$ cat config.mk
export PLATFORM = sky130hd
export DESIGN_NAME = logic_gates
export DESIGN_NICKNAME = d
export VERILOG_FILES = /design/src/rtl/logic_gates_pkg.sv /design/src/rtl/logic_gates_mux2.sv /design/src/rtl/logic_gates.sv
export SDC_FILE = /design/constraint.sdc
export NUM_CORES = 1
export LEC_CHECK = 0
export CAP_MARGIN = 15
export CELL_PAD_IN_SITES_DETAIL_PLACEMENT = 1
export CELL_PAD_IN_SITES_GLOBAL_PLACEMENT = 2
export CORE_UTILIZATION = 27
export DETAILED_ROUTE_END_ITERATION = 8
export GPL_ROUTABILITY_DRIVEN = 1
export GPL_TIMING_DRIVEN = 0
export MAX_ROUTING_LAYER = met4
export PLACE_DENSITY = 0.78
export SLEW_MARGIN = 20
export SYNTH_ARGS = -nofsm -noshare
export SYNTH_HDL_FRONTEND = slang
export SYNTH_SLANG_ARGS = --single-unit
$ cat constraint.sdc
create_clock -name clk -period 1.58 [get_ports clk]
set_input_delay 0.474 -clock clk [delete_from_list [all_inputs] [get_ports clk]]
set_output_delay 0.474 -clock clk [all_outputs]
set_load 0.02 [all_outputs]
$ cat src/rtl/logic_gates_pkg.sv
// Shared constants for the mux-only logic gate bank.
// LOGIC0/LOGIC1 are the only literal data inputs any mux2 ever sees.
package logic_gates_pkg;
    localparam logic LOGIC0 = 1'b0;
    localparam logic LOGIC1 = 1'b1;
endpackage

$ cat src/rtl/logic_gates_mux2.sv
// 1-bit 2:1 multiplexer, the single primitive the gate bank is built from.
module mux2 (
    input  logic sel,
    input  logic d0,
    input  logic d1,
    output logic y
);
    assign y = sel ? d1 : d0;
endmodule

$ cat src/rtl/logic_gates.sv
// Registered bank of two-input logic functions, each built from one mux2 per bit
// with operand a as the select. All results appear on flops one clock after capture.
module logic_gates
    import logic_gates_pkg::*;
#(
    parameter int WIDTH = 1
) (
    input  logic             clk,
    input  logic             rst_n,
    input  logic [WIDTH-1:0] a,
    input  logic [WIDTH-1:0] b,
    input  logic             in_valid,
    output logic [WIDTH-1:0] outputand,
    output logic [WIDTH-1:0] outputor,
    output logic [WIDTH-1:0] outputnot,
    output logic [WIDTH-1:0] outputnand,
    output logic [WIDTH-1:0] outputnor,
    output logic [WIDTH-1:0] outputxor,
    output logic [WIDTH-1:0] outputxnor,
    output logic             out_valid
);
    // Handshake: in_valid qualifies a/b on the rising edge; there is no ready,
    // so every valid cycle is accepted and out_valid follows one cycle later.

    logic [WIDTH-1:0] nb;
    logic [WIDTH-1:0] and_d;
    logic [WIDTH-1:0] or_d;
    logic [WIDTH-1:0] not_d;
    logic [WIDTH-1:0] nand_d;
    logic [WIDTH-1:0] nor_d;
    logic [WIDTH-1:0] xor_d;
    logic [WIDTH-1:0] xnor_d;

    for (genvar gi = 0; gi < WIDTH; gi++) begin : g_bit
        // nb is the inverted b, itself a mux so no gate operator is needed.
        mux2 u_not_b (.sel(b[gi]), .d0(LOGIC1), .d1(LOGIC0), .y(nb[gi]));
        mux2 u_and   (.sel(a[gi]), .d0(LOGIC0), .d1(b[gi]),  .y(and_d[gi]));
        mux2 u_or    (.sel(a[gi]), .d0(b[gi]),  .d1(LOGIC1), .y(or_d[gi]));
        mux2 u_not   (.sel(a[gi]), .d0(LOGIC1), .d1(LOGIC0), .y(not_d[gi]));
        mux2 u_nand  (.sel(a[gi]), .d0(LOGIC1), .d1(nb[gi]), .y(nand_d[gi]));
        mux2 u_nor   (.sel(a[gi]), .d0(nb[gi]), .d1(LOGIC0), .y(nor_d[gi]));
        mux2 u_xor   (.sel(a[gi]), .d0(b[gi]),  .d1(nb[gi]), .y(xor_d[gi]));
        mux2 u_xnor  (.sel(a[gi]), .d0(nb[gi]), .d1(b[gi]),  .y(xnor_d[gi]));
    end

    // Inverting outputs also reset to zero, not to their "idle" gate value.
    always_ff @(posedge clk or negedge rst_n) begin
        if (!rst_n) begin
            outputand  <= '0;
            outputor   <= '0;
            outputnot  <= '0;
            outputnand <= '0;
            outputnor  <= '0;
            outputxor  <= '0;
            outputxnor <= '0;
        end else if (in_valid) begin
            outputand  <= and_d;
            outputor   <= or_d;
            outputnot  <= not_d;
            outputnand <= nand_d;
            outputnor  <= nor_d;
            outputxor  <= xor_d;
            outputxnor <= xnor_d;
        end
    end

    always_ff @(posedge clk or negedge rst_n) begin
        if (!rst_n) begin
            out_valid <= 1'b0;
        end else begin
            out_valid <= in_valid;
        end
    end
endmodule

==> reports/summary.txt <==
CTS tree: done
Crit-path max FO: 3
Non-filler instance count after layout: 55
Final hold vios: 0
Tmin final: 1.48 ns
Postcts setup bufs: 0
I/O Buffers: 12
Yosys reg bits: 8
Routed len/inst: 11.6 um
First-pass iteration count of the detailed router: 2
Synth Area in Adders: 13.9%
Setup CP Type: input port to register
Worst rel slew slack: 76.5%
Worst-Skew Late Latency: 0.25 ns
Vias in the first global route: 228
Highest ir drop seen on vdd: 0.000483 V
Max Freq: 0.675 GHz
Worst hold path type: input port to asynchronous set/reset pin
Area after DPL: 497 sq um
Via density: 4.13
Initial cell density of the core: 30.7%
Core area: 1170 sq um
Max Cap Viol: 0
Routed via count: 227
Clk sinks: 8
Worst Tran Pin Value: 0.352 ns
Dpl cells: 52
Htree depth: 1
Total track usage: 11.3%
Die area: 1480 sq um
CP required: 1.71 ns
Clock buffer depth: 2
Multiplexer share of the synthesized area: 18.1%
Syn nets: 35
Worst-path clk slew: 0.06 ns
Cell area after layout: 512 sq um
Yosys cell types: 8
Filler instances: 132
Die Y-Extent: 38.5 um
Worst Skew: 0 ns
Startpoint types: input port
Syn_area_per_cell: 13.8 sq um
Fin crit share: 93.7%
Cell Rows: 12
CP arrival: 1.61 ns
RSZ-0062 raised after global routing: false
Main combinational cell family by area after synthesis: multiplexers
Ports: 13
Simple-gate share of the synthesized area: 2.09%
Die width: 38.5 um
ANT nets after route: 0
Ant. Diodes: 0
Syn Std Cell Area: 359 sq um
Leakage Power: 0.276 nW
GP Congestion: 0.715
DRC Markers: 0
Area Overhead vs Synth: 42.5%
Total CTS buffers: 3
Status: complete, no violations
First-pass GRT wire length: 1.04 mm
Post-synthesis xor/xnor area fraction: 0%
Synth Instances: 26
Complex-gate fraction of the synthesized area: 2.79%
Hold_buf cts: 0
Initial DRC Count: 3
Fin nets: 52
Largest net degree at the start of global routing: 10
Final WL: 636 um
Dpl hpwl: 486 um
CTS root buffer: clkbuf_4
Initial antenna violation count: 0
Post-synthesis sequential area ratio: 55.7%
Pwr dens: 962 nW/um^2
GRT Residual Overflow: 0
WHS: 0.499 ns
Slew Viols, Final: 0
Yosys warning count: 0
Final Setup Violations: 0
Fraction of layout cells with a size suffix above 1: 17.1%
CP Capture Type: register
==> power by group <==
group	switching (mW)	internal (mW)
clock network	0.0641	0.0866
registers	0.00943	0.225
logic	0.0563	0.0505
total	0.130	0.362
==> metal layers <==
metal	share of wire, %	vias to the layer above	track usage, %
li1	-	112	-
met3	6.8	2	5.23
met2	49	8	16.5
met4	2.0	0	5.17
met1	42	105	13.2
met5	0	-	-
==> flip-flops by register name (all words and copies together), names as in the netlist <==
signal      cells
out_valid       1
outputxor       1
outputnand      1
outputnot       1
outputxnor      1
outputnor       1
outputand       1
outputor        1
==> layout make-up <==
type | count | area, sq um | area share, %
Inverter | 4 | 15.0 | 2.93
Tap cell | 14 | 17.5 | 3.42
Multi-Input combinational cell | 13 | 133 | 25.9
Timing Repair Buffer | 12 | 113 | 22.0
Clock buffer | 3 | 22.5 | 4.40
Buffer | 1 | 11.3 | 2.20
Sequential cell | 8 | 200 | 39.1
==> what timing repair did <==
item                                   4_1_cts  5_1_grt
gates resized for setup                      8        1
endpoints found under the hold margin        0        0
pin swaps                                    0        0
setup endpoints to repair                    8        1
==> final timing paths <==
| path | startpoint | endpoint | slack (ns) | cells past startpoint |
|---|---|---|---|---|
| worst min register to register | outputand | outputand | 0.51 | 1 |
| worst min-delay path | rst_n | outputand | 0.50 | 1 |
| max in group asynchronous | rst_n | outputnor | 0.82 | 1 |
| worst max-delay path | b | outputxor | 0.1 | 4 |
| worst max register to register | outputxor | outputxor | 0.83 | 1 |
| min in group clk | outputand | outputand | 0.51 | 1 |
==> metrics by stage <==
| step | power [mW] | worst slack [ns] | utilization (%) | TNS, ns |
|---|---|---|---|---|
| after global routing | 0.530 | 0.0695 | 43.7 | 0 |
| after floorplan | 0.298 | 0.410 | - | 0 |
| after CTS | 0.505 | 0.0266 | 43.5 | 0 |
| after global placement | 0.358 | -0.207 | 42.4 | -0.319 |
| final | 0.492 | 0.0995 | 43.7 | 0 |
| after detailed placement | 0.362 | -0.239 | 42.4 | -0.442 |
==> cells in the final DEF, fill, tap and decap left out <==
cell	count
dfrtp_1	8
mux2i_1	2
mux2_4	3
a21oi_1	2
dlygate4sd2_1	8
dlymetal6s2s_1	1
clkbuf_4	3
nor2_1	2
buf_6	1
ha_1	4
inv_1	4
clkdlybuf4s50_1	3
==> worst max-delay path, stage by stage <==
cell	delay [ns]
clkdlybuf4s50_1	0.50
inv_1	0.08
ha_1	0.29
mux2_4	0.26
==> logic make-up (layout without fill, tap and decap cells) <==
family / Yosys count / count (layout)
AO/OA/AOI/OAI: 2 / 2
adder cells (fa/ha/maj): 4 / 4
buffers and inverters: 5 / 20
flip-flops: 8 / 8
multiplexers: 5 / 5
AND/OR/NAND/NOR: 2 / 2
==> synthesized netlist by cell type <==
cell type,n,area share [%]
mux2_4,3,13
a21oi_1,2,2.8
ha_1,4,14
dfrtp_1,8,56
buf_6,1,3.1
nor2_1,2,2.1
inv_1,4,4.2
mux2i_1,2,5.6
(Power assumes the default switching activity.)
